[src/rtl/sd_cmd_phy.sv]
// SD CMD-line engine: serialises a 48-bit command with CRC7 and captures an optional
// 48/136-bit response, with CRC check, NCR timeout and an NCC idle gap.
module sd_cmd_phy #(
    parameter int unsigned TIMEOUT_CYC = 64,
    parameter int unsigned GAP_CYC     = 8
) (
    input  logic         clk_i,
    input  logic         rst_i,
    input  logic         sdclk_fall_stb_i,
    input  logic         sdclk_rise_stb_i,
    input  logic         cmd_start_i,
    input  logic [5:0]   cmd_index_i,
    input  logic [31:0]  cmd_arg_i,
    input  logic [1:0]   resp_type_i,
    output logic         busy_o,
    output logic         done_o,
    output logic [135:0] resp_o,
    output logic         crc_err_o,
    output logic         timeout_err_o,
    output logic         cmd_oe_o,
    output logic         cmd_out_o,
    input  logic         cmd_in_i
);
    localparam int unsigned MAX_TG  = (TIMEOUT_CYC > GAP_CYC) ? TIMEOUT_CYC : GAP_CYC;
    localparam int unsigned CNT_MAX = (MAX_TG > 136) ? MAX_TG : 136;
    localparam int unsigned CW      = $clog2(CNT_MAX + 1);

    typedef enum logic [2:0] {S_IDLE, S_TX, S_WAIT, S_RX, S_DONE, S_GAP} state_t;

    state_t         r_state;
    state_t         w_next;
    logic [CW-1:0]  r_cnt;
    logic [CW-1:0]  w_cnt_inc;
    logic [CW-1:0]  w_rx_len;
    logic           w_crc_win;
    logic [39:0]    r_tx_sr;
    logic [6:0]     r_crc;
    logic [1:0]     r_type;
    logic [135:0]   r_rx_sr;
    logic           r_crc_err;
    logic           r_to_err;
    logic           r_cmd_oe;
    logic           r_cmd_out;

    function automatic logic [6:0] crc7_step(input logic [6:0] crc, input logic b);
        logic fb;
        fb = b ^ crc[6];
        return {crc[5:0], 1'b0} ^ (fb ? 7'h09 : 7'h00);
    endfunction

    assign w_cnt_inc = r_cnt + CW'(1);
    assign w_rx_len  = (r_type == 2'b10) ? CW'(136) : CW'(48);
    // R2 CRC skips the 8 header bits; 48-bit responses cover their first 40 bits
    assign w_crc_win = (r_type == 2'b10) ? (w_cnt_inc >= CW'(9) && w_cnt_inc <= CW'(128))
                                         : (w_cnt_inc <= CW'(40));

    always_ff @(posedge clk_i or posedge rst_i) begin
        if (rst_i) r_state <= S_IDLE;
        else       r_state <= w_next;
    end

    always_comb begin
        w_next = r_state;
        case (r_state)
            S_IDLE: if (cmd_start_i) w_next = S_TX;
            S_TX:   if (sdclk_fall_stb_i && r_cnt == CW'(48))
                        w_next = (r_type == 2'b00) ? S_DONE : S_WAIT;
            S_WAIT: if (sdclk_rise_stb_i) begin
                        if (!cmd_in_i)                            w_next = S_RX;
                        else if (w_cnt_inc == CW'(TIMEOUT_CYC))   w_next = S_DONE;
                    end
            S_RX:   if (sdclk_rise_stb_i && w_cnt_inc == w_rx_len) w_next = S_DONE;
            S_DONE: w_next = S_GAP;
            S_GAP:  if (sdclk_rise_stb_i && w_cnt_inc == CW'(GAP_CYC)) w_next = S_IDLE;
            default: w_next = S_IDLE;
        endcase
    end

    always_comb begin
        busy_o = (r_state != S_IDLE);
        done_o = (r_state == S_DONE);
    end

    always_ff @(posedge clk_i or posedge rst_i) begin
        if (rst_i) begin
            r_cnt     <= '0;
            r_tx_sr   <= '0;
            r_crc     <= '0;
            r_type    <= '0;
            r_rx_sr   <= '0;
            r_crc_err <= 1'b0;
            r_to_err  <= 1'b0;
            r_cmd_oe  <= 1'b0;
            r_cmd_out <= 1'b1;
        end else begin
            case (r_state)
                S_IDLE: if (cmd_start_i) begin
                    r_type    <= resp_type_i;
                    r_tx_sr   <= {2'b01, cmd_index_i, cmd_arg_i};
                    r_crc     <= '0;
                    r_rx_sr   <= '0;
                    r_crc_err <= 1'b0;
                    r_to_err  <= 1'b0;
                    r_cnt     <= '0;
                end
                S_TX: if (sdclk_fall_stb_i) begin
                    r_cnt <= w_cnt_inc;
                    if (r_cnt < CW'(40)) begin
                        r_cmd_oe  <= 1'b1;
                        r_cmd_out <= r_tx_sr[39];
                        r_tx_sr   <= {r_tx_sr[38:0], 1'b0};
                        r_crc     <= crc7_step(r_crc, r_tx_sr[39]);
                    end else if (r_cnt < CW'(47)) begin
                        r_cmd_out <= r_crc[6];
                        r_crc     <= {r_crc[5:0], 1'b0};
                    end else if (r_cnt == CW'(47)) begin
                        r_cmd_out <= 1'b1;
                    end else begin
                        r_cmd_oe  <= 1'b0;
                        r_cmd_out <= 1'b1;
                        r_cnt     <= '0;
                        r_crc     <= '0;
                    end
                end
                // The start bit is 0 and the CRC is 0, so it needs no CRC update
                S_WAIT: if (sdclk_rise_stb_i) begin
                    if (!cmd_in_i) begin
                        r_rx_sr <= {r_rx_sr[134:0], 1'b0};
                        r_cnt   <= CW'(1);
                    end else if (w_cnt_inc == CW'(TIMEOUT_CYC)) begin
                        r_to_err <= 1'b1;
                        r_cnt    <= '0;
                    end else begin
                        r_cnt <= w_cnt_inc;
                    end
                end
                // On the last bit, r_rx_sr[6:0] already holds response bits 7..1
                S_RX: if (sdclk_rise_stb_i) begin
                    r_rx_sr <= {r_rx_sr[134:0], cmd_in_i};
                    r_cnt   <= w_cnt_inc;
                    if (w_crc_win) r_crc <= crc7_step(r_crc, cmd_in_i);
                    if (w_cnt_inc == w_rx_len) begin
                        r_cnt <= '0;
                        if (r_type != 2'b11 && r_crc != r_rx_sr[6:0]) r_crc_err <= 1'b1;
                    end
                end
                S_DONE: r_cnt <= '0;
                S_GAP:  if (sdclk_rise_stb_i) r_cnt <= w_cnt_inc;
                default: r_cnt <= '0;
            endcase
        end
    end

    assign resp_o        = r_rx_sr;
    assign crc_err_o     = r_crc_err;
    assign timeout_err_o = r_to_err;
    assign cmd_oe_o      = r_cmd_oe;
    assign cmd_out_o     = r_cmd_out;
endmodule

[config.mk]
export PLATFORM = sky130hd
export DESIGN_NAME = sd_cmd_phy
export DESIGN_NICKNAME = d
export VERILOG_FILES = /design/src/rtl/sd_cmd_phy.sv
export SDC_FILE = /design/constraint.sdc
export NUM_CORES = 1
export LEC_CHECK = 0
export ABC_AREA = 1
export CAP_MARGIN = 20
export CORE_AREA = 2 2 156 127
export DETAILED_ROUTE_END_ITERATION = 12
export DIE_AREA = 0 0 158 129
export PLACE_DENSITY = 0.78
export SYNTH_ARGS = -nofsm -noshare
export SYNTH_HDL_FRONTEND = slang
export SYNTH_SLANG_ARGS = --single-unit
[constraint.sdc]
create_clock -name clk_i -period 9.1 [get_ports clk_i]
set_input_delay 2.73 -clock clk_i [delete_from_list [all_inputs] [get_ports clk_i]]
set_output_delay 2.73 -clock clk_i [all_outputs]
set_load 0.1 [all_outputs]
## Word level (Yosys, flattened, before mapping)

Cells that the tools add are included.

- $lt $le $gt $ge: 5
- Muxes and demuxes: 56
- $add $sub $neg: 1
- Bitwise operators: 4
- Reductions and logical operators: 23
- Equal/unequal tests: 32

Operators by type and width:

| kind | number |
|---|---|
| $mux W136 | 4 |
| $pmux W136 S3 | 1 |
| $mux W40 | 3 |
| $mux W8 | 12 |
| $pmux W40 S2 | 1 |
| $mux W7 | 7 |
| $pmux W8 S5 | 1 |
| $ne A2 B2 Y1 const B | 18 |
| $mux W3 | 8 |
| $pmux W7 S3 | 1 |
| $reduce_and A5 Y1 | 4 |
| $pmux W3 S6 | 1 |
| $eq A8 B6 Y1 const B | 2 |
| $lt A8 B6 Y1 const B | 2 |
| $xor A7 B4 Y7 | 2 |
| $mux W1 | 13 |
| $reduce_and A6 Y1 | 2 |
| $reduce_bool A3 Y1 | 3 |
| $add A8 B1 Y8 const B | 1 |
| $eq A8 B4 Y1 const B | 1 |
| $eq A8 B7 Y1 const B | 1 |
| $eq A8 B8 Y1 | 1 |
| $ge A8 B4 Y1 const B | 1 |
| $le A8 B6 Y1 const B | 1 |
| other kinds (17) | 30 |

- Word-level logic and storage cells: 131
- Output and inout port bits: 142
- Register bits after elaboration: 200

## Logic depth before layout (Yosys ltp)

Gate-level depths: netlist (run 1).

- Depth after elaboration: 7
- Depth in mapped cells: 15
- Gate-level depth less buffers: 14

## Least setup slack after synthesis (run 1)

No wires, ideal clock.

- Path kind: register to output
- Start point: register r_state[0]
- End point: output done_o
- Cell stages (with the launch flop): 4
- Setup slack: 4.493 ns
- Arrival: 1.877 ns
- Cells stage by stage: dfrtp_1 > inv_2 > nand2_1 > nor2_1

- Longest elaborated chain between the ends: 1

RTL lines:

| item | line | text |
|---|---|---|
| start: declaration | 30 | `state_t r_state;` |
| start signal: assignment | 59 | `else r_state <= w_next;` |
| $eq A3 B3 Y1 | 81 | `done_o = (r_state == S_DONE);` |
| end: declaration | 16 | `output logic done_o,` |

Every way passes these cells.

## Worst setup path after layout (run 1)

- Start point: register r_state[0]
- End point: output busy_o

- Longest elaborated chain between the ends: 1

RTL lines:

| item | line | text |
|---|---|---|
| $reduce_bool A3 Y1 | 80 | `busy_o = (r_state != S_IDLE);` |
| end: declaration | 15 | `output logic busy_o,` |

Every way passes these cells.

==> impl_summary.txt, run 1 <==
----------------------------------------------------
[Synth]
  Syn Std Cell Area ... 9430 sq um
  Primary flip-flop cell chosen by synthesis mapping ... sky130_fd_sc_hd__dfrtp_1
  Synth warnings ... 0
  Leading post-synthesis cells by instance count ... 214 x sky130_fd_sc_hd__inv_1, 199 x sky130_fd_sc_hd__dfrtp_1, 171 x sky130_fd_sc_hd__nand3_1, 126 x sky130_fd_sc_hd__nand2_1, 125 x sky130_fd_sc_hd__o21ai_0
  Portion of synthesized cell area occupied by the leading cell type ... 0.528
  Most numerous cell in the Yosys netlist ... sky130_fd_sc_hd__inv_1
  Synth Net Count ... 1167
  Number of synthesized flops with an enable pin ... 0
  Number of library cell types mapped by synthesis ... 35
  Top area cells in the synthesized netlist ... sky130_fd_sc_hd__dfrtp_1 53%, sky130_fd_sc_hd__nand3_1 9.1%, sky130_fd_sc_hd__inv_1 8.5%, sky130_fd_sc_hd__o21ai_0 6.6%, sky130_fd_sc_hd__nand2_1 5.0%
  Post-synthesis instance total ... around 1100
  Avg Inst Size Synth ... about 8.4 sq um
  Share of the yosys chip area belonging to registers ... 0.531
  Number of synthesized register bits ... 200
  Yosys top cell by area ... sky130_fd_sc_hd__dfrtp_1
  Proportion of synthesized flip-flops having asynchronous set or reset ... 1.00

[Routing]
  Top routing layer used ... met4
  Detailed router's first-iteration violation count ... 540
  WL final ... 21400 um
  1st-pass router iterations ... 5
  DR DRC count ... 0
  Wire length on met3 ... about 1500 um
  Detail-routed via count per cell ... 5.09
  DR WL met2 ... approximately 9500 um
  Sum of routed wire segments on met1 ... 10100 um
  Post-route ant nets ... 0
  Average detailed-routed wire length per instance ... 13.9 um
  Detailed-route via count ... approximately 8000

[Clock network]
  Post-cts gate resize count ... 0
  Number of H-tree levels ... 4
  CTS tree ... built
  Number of buffers inserted to repair setup after CTS ... 0
  Cts hold-fix bufs ... 0
  Clock Pin Slew Worst Setup and Hold Paths ... 80 ps
  Clock latency on the worst-skew pair ... 430 ps
  Cell chosen for the clock root ... sky130_fd_sc_hd__clkbuf_16
  Clock buffers created by TritonCTS ... 17
  Bufs on Longest Clock Path ... 2
  Clock tree sinks ... 200

[STA]
  Setup repair after global routing missed its margin ... false
  Achievable frequency ... 193 MHz
  Final-layout worst hold slack ... 486 ps
  Setup Viol. Count Final ... 0
  Headroom to the max-slew limit ... 0.299
  Setup TNS ... 0 ps
  Fin. max-slew vios ... 0
  Number of hold-slack violations in the final timing report ... 0
  Period Utilization, post-route ... 0.570
  Minimum clock period ... roughly 5200 ps
  Clock Skews ... 13.4 ps
  Slew of the pin with the lowest slew margin ... 1050 ps

[Setup path]
  Endpoint type of the worst setup path ... output port
  Buffering stage count on the worst path with inverters included ... 3
  Delay of the slowest cell on the worst path ... 1150 ps
  Peak fanout along the critical path ... 4
  Delay-heaviest family, CP ... buffers and inverters
  CP required ... 6370 ps
  Setup slack on the worst flop-to-flop path ... 6060 ps
  Beginning of the critical path ... r_state[0]
  Worst setup path category ... reg2out
  End of the worst register-to-register path ... resp_o[67]
  Arr. time, crit path ... around 2500 ps
  Depth of the worst register-to-register path ... 7
  Worst path cell trace ... inv_2, nand2_1, nor2_2, inv_1, clkdlybuf4s50_1
  Critical Path End ... busy_o
  Critical path startpoint category ... flip-flop
  Number of logic stages on the critical path including buffering ... 5
  Startpoint of the lowest-slack register-to-register path ... r_state[2]
  Critical path's slowest cell ... sky130_fd_sc_hd__clkdlybuf4s50_1

[Floorplanning]
  Die area ... 20400 sq um
  Horizontal die dimension ... ~160 um
  Starting density of the core ... 0.501
  Boundary pin count ... 188
  Row count ... 45
  Core Footprint ... around 19000 sq um
  Chip height ... 129 um

[Placed design]
  Area post-placement ... 11300 sq um
  Count of input and output buffers ... 187
  Routability congestion estimate from global placement ... 0.913
  Placed Instances ... 1503
  Post-detail-place hpwl ... 14200 um

[Outcome]
  Result of the run ... complete, no violations

[Global routing]
  Antenna violations before repair ... 0
  Remaining global-route overflow ... 0
  Pin count of the biggest net entering global routing ... ~270
  Wire length of the first global-routing pass ... 34900 um
  Total global routing track utilization ... 0.213
  Via count of the first global-routing pass ... 6859

[Pwr]
  Pwr Total ... 2.94 mW
  Peak ir drop on the vdd network ... 0.461 mV
  Leak ... roughly 5.1 nW
  Power Dens Cells ... 247 nW/um^2

[Final layout]
  NumNets Final ... 1314
  Number of filler cells placed in the layout ... 1597
  Area added between synthesis and finish ... 26.5%
  Multi-input logic area ... 3230 sq um
  Count of inserted antenna diode cells ... 0
  Sequential cell area ... 5010 sq um
  Non-filler instance count after layout ... 1536
  Fraction of final layout cells with drive strength greater than 1 ... 0.0673
  Post-route cell area ... between 10000 and 15000 sq um

[Flow run]
  Maximum Capacitance Violations ... 0

[Min path]
  Depth of the worst hold-timing path ... 2
  Worst hold-check path type ... reg2reg

----------------------------------------------------
registers in the layout, indices dropped and copies added (netlist names):
name / count
cmd_oe_o: 1
resp_o: 136
crc_err_o: 1
timeout_err_o: 1
r_tx_sr: 40
cmd_out_o: 1
r_crc: 7
r_state: 3
r_type: 2
r_cnt: 8
power breakdown:
part | internal [mW] | switching, mW | total (mW)
Clock | 0.368 | 0.369 | 0.737
Sequential | 1.01 | 0.0581 | 1.07
Combinational | 0.280 | 0.853 | 1.13
Total | 1.66 | 1.28 | 2.94
per-layer routing:
layer,vias to the layer above,global-route usage
met4,0,0.0583
li1,3902,-
met5,-,0
met3,19,0.0509
met2,228,0.309
met1,3662,0.321
worst reg2reg max path, delay by kind of cell, from the launching register on:
| family | cells | cell delay, ps |
|---|---|---|
| AOI/OAI and AO/OA | 1 | 110 |
| buffers and inverters | 1 | 260 |
| and+or+nand+nor | 5 | 2070 |
| DFF | 1 | 440 |
layout by cell type, fill, tap and decap left out, drive strengths merged:
master,instances
a31oi,1
nor4,1
xor2,5
o21bai,2
nand3,171
buf,5
xnor2,3
o22ai,2
nor3,3
a21oi,11
inv,232
o21ai,200
nand4,4
o31ai,1
clkdlybuf4s50,187
a22oi,1
clkbuf,18
dfrtp,199
mux2,1
ha,3
dfstp,1
nor2,42
nand2,140
o211ai,38
clkinv,7
worst min path at each step:
stage                startpoint           to  slack (ps)
floorplan           r_tx_sr[37]  r_tx_sr[37]         490
global placement      cmd_out_o    cmd_out_o         460
detailed placement    cmd_out_o    cmd_out_o         480
CTS                   cmd_out_o    cmd_out_o         500
global route          cmd_out_o    cmd_out_o         520
finish                cmd_out_o    cmd_out_o         490
cell families after synthesis:
logic type      count (synthesis)  synth area share
simple gates                  361             0.178
buf+inv                       289             0.127
compound gates                256             0.151
flops                         200             0.531
xor+xnor                        8           0.00743
fa+ha+maj                       3           0.00398
mux                             1           0.00119
cell type report:
type,instances,area share
repair buffers,192,0.162
inverters,225,0.0714
well taps,258,0.0271
flip-flops and latches,200,0.420
multi-input cells,629,0.271
clock buffers,18,0.0360
clock inverters,14,0.0129
per-stage QoR:
step	util	setup slack, ps
detailed placement	0.602	4100
CTS	0.633	3900
global route	0.634	3840
global placement	0.602	4190
floorplan	-	918
finish	0.634	3910
Power figures use the tool's default switching activity.
==> run 2: changes to the inputs <==
==> constraint.sdc (replaced) <==
create_clock -name clk_i -period 4.9 [get_ports clk_i]
set_input_delay 1.47 -clock clk_i [delete_from_list [all_inputs] [get_ports clk_i]]
set_output_delay 1.47 -clock clk_i [all_outputs]
set_load 0.1 [all_outputs]
==> run 2 against run 1 <==
Global-route usage is 0.82 points higher. Final cell count up 0.65%. Via count grew 0.26%. Cell area up 1.3%. Sequential share of layout area decreased by 0.54 points. Hold slack lost 13 ps. Critical endpoint is now done_o. Highest routed layer unchanged. Clock skew up 3.9 ps. Total power increased by 93%. Largest power group unchanged. Clock power increased by 94%. Largest cell class unchanged. Critical path depth fell by 1.
==> impl_summary.txt, run 2 (synthesized netlist as in run 1, its figures left out) <==
----------------------------------------------------
[Placed design]
  Count of input and output buffers ... 187
  Post-detail-place hpwl ... ~15000 um
  Placed Instances ... between 1500 and 2000
  Area post-placement ... ~11000 sq um
  Routability congestion estimate from global placement ... 0.904

[Global routing]
  Pin count of the biggest net entering global routing ... 80
  Antenna violations before repair ... 0
  Wire length of the first global-routing pass ... 36100 um
  Via count of the first global-routing pass ... 7276
  Remaining global-route overflow ... 0
  Total global routing track utilization ... 0.221

[Floorplanning]
  Die area ... ~20000 sq um
  Horizontal die dimension ... 158 um
  Starting density of the core ... 0.501
  Core Footprint ... 18800 sq um
  Boundary pin count ... 188
  Row count ... 45
  Chip height ... 129 um

[Pwr]
  Leak ... 5.18 nW
  Peak ir drop on the vdd network ... 0.355 mV
  Power Dens Cells ... 470 nW/um^2

[Routing]
  Detail-routed via count per cell ... 5.07
  Post-route ant nets ... 0
  1st-pass router iterations ... 8
  DR DRC count ... 0
  Average detailed-routed wire length per instance ... roughly 14 um
  Detailed-route via count ... 7831
  Detailed router's first-iteration violation count ... 672
  WL final ... around 22000 um

[STA]
  Setup Viol. Count Final ... 0
  Setup repair after global routing missed its margin ... false
  Clock Skews ... 17.3 ps
  Setup TNS ... 0 ps
  Minimum clock period ... 3960 ps
  Headroom to the max-slew limit ... 0.302
  Achievable frequency ... between 200 and 300 MHz
  Number of hold-slack violations in the final timing report ... 0
  Fin. max-slew vios ... 0
  Slew of the pin with the lowest slew margin ... 1040 ps
  Period Utilization, post-route ... 0.808

[Min path]
  Worst hold-check path type ... reg2reg
  Hold-critical path endpoint ... cmd_out_o
  Depth of the worst hold-timing path ... 2
  Critical hold path startpoint ... cmd_out_o

[Setup path]
  End of the worst register-to-register path ... resp_o[6]
  Delay of the slowest cell on the worst path ... around 1200 ps
  Startpoint of the lowest-slack register-to-register path ... r_state[1]
  Arr. time, crit path ... around 2500 ps
  Critical path startpoint category ... flip-flop
  Worst path cell trace ... inv_2, nand2_1, nor2_1, clkdlybuf4s50_1
  Depth of the worst register-to-register path ... 11
  Endpoint type of the worst setup path ... output port
  CP required ... 3430 ps
  Peak fanout along the critical path ... 4
  Setup slack on the worst flop-to-flop path ... around 2100 ps
  Critical path's slowest cell ... sky130_fd_sc_hd__clkdlybuf4s50_1
  Worst setup path category ... reg2out

[Final layout]
  Post-route core utilization ... 0.643
  Fraction of final layout cells with drive strength greater than 1 ... 0.0745
  Number of filler cells placed in the layout ... between 1500 and 2000
  Commonest non-fill, non-tap cell in the layout ... sky130_fd_sc_hd__inv_1
  Non-filler instance count after layout ... about 1500
  NumNets Final ... 1324
  Number of flip-flops under the largest register name ... 136
  Post-route cell area ... 12100 sq um
  Area added between synthesis and finish ... 28.1%
  Count of inserted antenna diode cells ... 0
  Most frequent cells in the layout ... 213 x sky130_fd_sc_hd__inv_1, 199 x sky130_fd_sc_hd__dfrtp_1, 187 x sky130_fd_sc_hd__clkdlybuf4s50_1

[Outcome]
  Result of the run ... complete, no violations

[Clock network]
  Number of H-tree levels ... 4
  Bufs on Longest Clock Path ... 2
  Post-cts gate resize count ... 0
  Clock buffers created by TritonCTS ... 17
  Number of buffers inserted to repair setup after CTS ... 0
  Clock tree sinks ... 200
  Clock Pin Slew Worst Setup and Hold Paths ... 70 ps
  Cell chosen for the clock root ... sky130_fd_sc_hd__clkbuf_16
  Clock latency on the worst-skew pair ... 440 ps
  CTS tree ... built
  Cts hold-fix bufs ... 0

[Flow run]
  Maximum Capacitance Violations ... 0

----------------------------------------------------
run 2: changes by cell type in the layout (fill, tap and decap cells not counted), sizes merged:
cell,before,now
bufinv,0,1
clkinvlp,0,2
clkinv,7,5
buf,5,15
inv,232,231
run 2: worst max-delay path by stage:
stage             endpoint        from  slack [ps]  cells after the start
6_report            done_o  r_state[0]         940                      4
5_1_grt             done_o  r_state[0]         850                      4
4_1_cts             done_o  r_state[0]         900                      4
3_5_place_dp    resp_o[54]    cmd_in_i        1150                      7
2_1_floorplan     cmd_oe_o       rst_i         840                      1
3_3_place_gp   resp_o[118]    cmd_in_i        1260                      7
run 2: area by class of cell:
type | instances | area [sq um] | share of cell area
Tap cell | 258 | 323 | 0.0267
Clock inverter | 14 | 175 | 0.0145
Multi-Input combinational cell | 629 | 3230 | 0.267
Inverter | 225 | 848 | 0.0702
Sequential cell | 200 | 5010 | 0.414
Clock buffer | 18 | 429 | 0.0355
Timing Repair Buffer | 202 | 2070 | 0.171
run 2: critical path, delay by kind of cell (launching register included):
family	cells	cell delay (ps)
buffers and inverters	2	1290
and+or+nand+nor	2	330
DFF	1	450
run 2: metal layers:
| metal | part of all wire | up-vias | track usage |
|---|---|---|---|
| met4 | 0.013 | 0 | 0.0652 |
| met1 | 0.47 | 3674 | 0.320 |
| met3 | 0.062 | 24 | 0.0542 |
| met2 | 0.45 | 206 | 0.332 |
| met5 | 0 | - | 0 |
| li1 | - | 3927 | - |
run 2: stage by stage:
stage          hold slack, ps  total power [mW]  worst slack, ps
3_5_place_dp              462              4.27             1150
2_1_floorplan             486              3.88              842
5_1_grt                   493              6.06              852
3_3_place_gp              463              4.23             1260
4_1_cts                   475              5.71              902
6_report                  473              5.68              941
run 2: report_power, final:
part | switching (mW) | internal, mW
registers | 0.104 | 1.88
logic | 1.63 | 0.629
clock network | 0.696 | 0.735
==> run 3: changes to the inputs <==
--- a/config.mk
+++ b/config.mk
@@ -7,10 +7,10 @@
 export LEC_CHECK = 0
 export ABC_AREA = 1
 export CAP_MARGIN = 20
-export CORE_AREA = 2 2 156 127
+export CORE_AREA = 2 2 162 132
 export DETAILED_ROUTE_END_ITERATION = 12
-export DIE_AREA = 0 0 158 129
-export PLACE_DENSITY = 0.78
+export DIE_AREA = 0 0 164 134
+export PLACE_DENSITY = 0.76
 export SYNTH_ARGS = -nofsm -noshare
 export SYNTH_HDL_FRONTEND = slang
 export SYNTH_SLANG_ARGS = --single-unit
==> constraint.sdc (replaced) <==
create_clock -name clk_i -period 3.5 [get_ports clk_i]
set_input_delay 1.05 -clock clk_i [delete_from_list [all_inputs] [get_ports clk_i]]
set_output_delay 1.05 -clock clk_i [all_outputs]
set_load 0.1 [all_outputs]
==> run 3 against run 2 <==
Critical path type unchanged. Final cell count grew 1.2%. Clock power grew 41%. First-iteration DRC count shrank 7.1%. Non-clock buffer count grew 7. Via count grew 0.52%. Clock-buffer cell count is the same. Critical path depth grew 1. Utilization shrank 6.5 points. Worst setup slack lost 140 ps. Flip-flop and latch count is the same.
==> impl_summary.txt, run 3 (synthesized netlist as in run 1, its figures left out) <==
----------------------------------------------------
[Floorplanning]
  Horizontal die dimension ... 164 um
  Starting density of the core ... 0.462
  Boundary pin count ... 188
  Die area ... 22000 sq um
  Core Footprint ... 20400 sq um
  Row count ... between 40 and 50
  Chip height ... 134 um

[Setup path]
  Delay of the slowest cell on the worst path ... 440 ps
  Setup slack on the worst flop-to-flop path ... ~1100 ps
  Delay-heaviest family, CP ... buffers and inverters
  Critical path's slowest cell ... sky130_fd_sc_hd__dfrtp_1
  Critical path startpoint category ... flip-flop
  Depth of the worst register-to-register path ... 5
  CP required ... 2450 ps
  Worst setup path category ... reg2out
  Worst path cell trace ... inv_2, nand2_1, nor2_2, inv_1, buf_4
  Buffering stage count on the worst path with inverters included ... 3
  Peak fanout along the critical path ... 4
  Arr. time, crit path ... 1650 ps
  Endpoint type of the worst setup path ... output port
  End of the worst register-to-register path ... resp_o[58]
  Startpoint of the lowest-slack register-to-register path ... r_state[2]

[Placed design]
  Placed Instances ... 1532
  Worst slack at placement ... 531 ps
  Post-detail-place hpwl ... 15800 um
  Area post-placement ... 11200 sq um
  Count of input and output buffers ... 187
  Routability congestion estimate from global placement ... 0.878

[Clock network]
  CTS tree ... built
  Bufs on Longest Clock Path ... 2
  Clock latency on the worst-skew pair ... between 400 and 500 ps
  Number of buffers inserted to repair setup after CTS ... 0
  Number of H-tree levels ... 4
  Cts hold-fix bufs ... 0
  Clock tree sinks ... 200
  Post-cts gate resize count ... 0
  Cell chosen for the clock root ... sky130_fd_sc_hd__clkbuf_16
  Clock buffers created by TritonCTS ... 17
  Clock Pin Slew Worst Setup and Hold Paths ... 70 ps

[Final layout]
  Commonest non-fill, non-tap cell in the layout ... sky130_fd_sc_hd__inv_1
  Number of flip-flops under the largest register name ... 136
  Post-route cell area ... 11800 sq um
  Number of filler cells placed in the layout ... 1795
  Fraction of final layout cells with drive strength greater than 1 ... 0.190
  Count of inserted antenna diode cells ... 0
  Non-filler instance count after layout ... 1564
  Area added between synthesis and finish ... 25.0%
  Most frequent cells in the layout ... 213 x sky130_fd_sc_hd__inv_1, 199 x sky130_fd_sc_hd__dfrtp_1, 171 x sky130_fd_sc_hd__nand3_1
  NumNets Final ... 1331

[Routing]
  1st-pass router iterations ... 5
  Detailed-route via count ... roughly 8000
  DR DRC count ... 0
  Average detailed-routed wire length per instance ... 14.3 um
  Detailed router's first-iteration violation count ... 624
  Detail-routed via count per cell ... a little over 5
  WL final ... between 20000 and 25000 um
  Post-route ant nets ... 0

[Pwr]
  Power Dens Cells ... about 670 nW/um^2
  Peak ir drop on the vdd network ... about 0.6 mV
  Leak ... 5.50 nW

[STA]
  Headroom to the max-slew limit ... 0.501
  Number of hold-slack violations in the final timing report ... 0
  Clock Skews ... between 10 and 15 ps
  Setup Viol. Count Final ... 0
  Minimum clock period ... 2700 ps
  Slew of the pin with the lowest slew margin ... 748 ps
  Setup repair after global routing missed its margin ... false
  Period Utilization, post-route ... 0.772
  Achievable frequency ... 370 MHz
  Worst path setup slack after routing ... about 800 ps
  Fin. max-slew vios ... 0

[Min path]
  Critical hold path startpoint ... cmd_out_o
  Depth of the worst hold-timing path ... 2
  Hold-critical path endpoint ... cmd_out_o
  Worst hold-check path type ... reg2reg

[Global routing]
  Wire length of the first global-routing pass ... about 37000 um
  Antenna violations before repair ... 0
  Via count of the first global-routing pass ... ~7400
  Pin count of the biggest net entering global routing ... 96
  Remaining global-route overflow ... 0
  Total global routing track utilization ... 0.210

[Flow run]
  Maximum Capacitance Violations ... 0

[Outcome]
  Result of the run ... complete, no violations

----------------------------------------------------
==> run 3: changes by cell type in the layout (fill, tap and decap cells not counted) <==
cell                              change
sky130_fd_sc_hd__clkbuf_8             +1
sky130_fd_sc_hd__buf_12               -1
sky130_fd_sc_hd__clkinv_2             +1
sky130_fd_sc_hd__clkbuf_1             -1
sky130_fd_sc_hd__buf_4              +150
sky130_fd_sc_hd__clkinvlp_4           -1
sky130_fd_sc_hd__clkdlybuf4s50_1    -142
==> run 3: how the worst max path moves through the flow <==
stage | startpoint | end | slack [ps] | cells past startpoint
after detailed placement | cmd_in_i | resp_o[86] | 530 | 7
after floorplan | rst_i | cmd_oe_o | -140 | 1
after CTS | r_state[0] | busy_o | 790 | 5
after global placement | cmd_in_i | resp_o[130] | 570 | 7
after global routing | r_state[0] | busy_o | 670 | 5
final | r_state[0] | busy_o | 800 | 5
==> run 3: layout make-up <==
class / instances / area, sq um / share of cell area
clock buffer: 18 / 439 / 0.0373
sequential: 200 / 5010 / 0.425
clock inverter: 14 / 173 / 0.0146
inverter: 225 / 848 / 0.0720
timing repair buffer: 209 / 1760 / 0.149
multi-input combinational: 629 / 3230 / 0.274
tap: 269 / 337 / 0.0286
==> run 3: routing by layer <==
layer  vias to the layer above  share of wire  track usage
met2                       214           0.46        0.321
li1                       3932              -            -
met4                         0          0.013       0.0565
met3                        21          0.065       0.0526
met1                      3705           0.47        0.300
met5                         -              0            0
==> run 3: per-stage QoR <==
stage          setup TNS [ps]  hold slack, ps  power (mW)  utilization
3_5_place_dp                0             466        5.91        0.548
6_report                    0             476        7.91        0.578
5_1_grt                     0             513        8.47        0.578
2_1_floorplan          -27370             486        5.43            -
3_3_place_gp                0             463        5.86        0.548
4_1_cts                     0             478        7.96        0.578
==> run 3: power by group <==
part           leakage [nW]  total (mW)  switching, mW  internal, mW
Sequential             2.70        2.78          0.146          2.64
Combinational          2.51        3.10           2.27         0.824
Clock                 0.301        2.02          0.976          1.05
==> run 3: worst register-to-register path, cell delays in order (launching register included) <==
cell and delay (ps):
sky130_fd_sc_hd__dfrtp_1 430, sky130_fd_sc_hd__nor2_4 360, sky130_fd_sc_hd__buf_4 570, sky130_fd_sc_hd__buf_4 700, sky130_fd_sc_hd__nand3_1 200, sky130_fd_sc_hd__o21ai_0 110
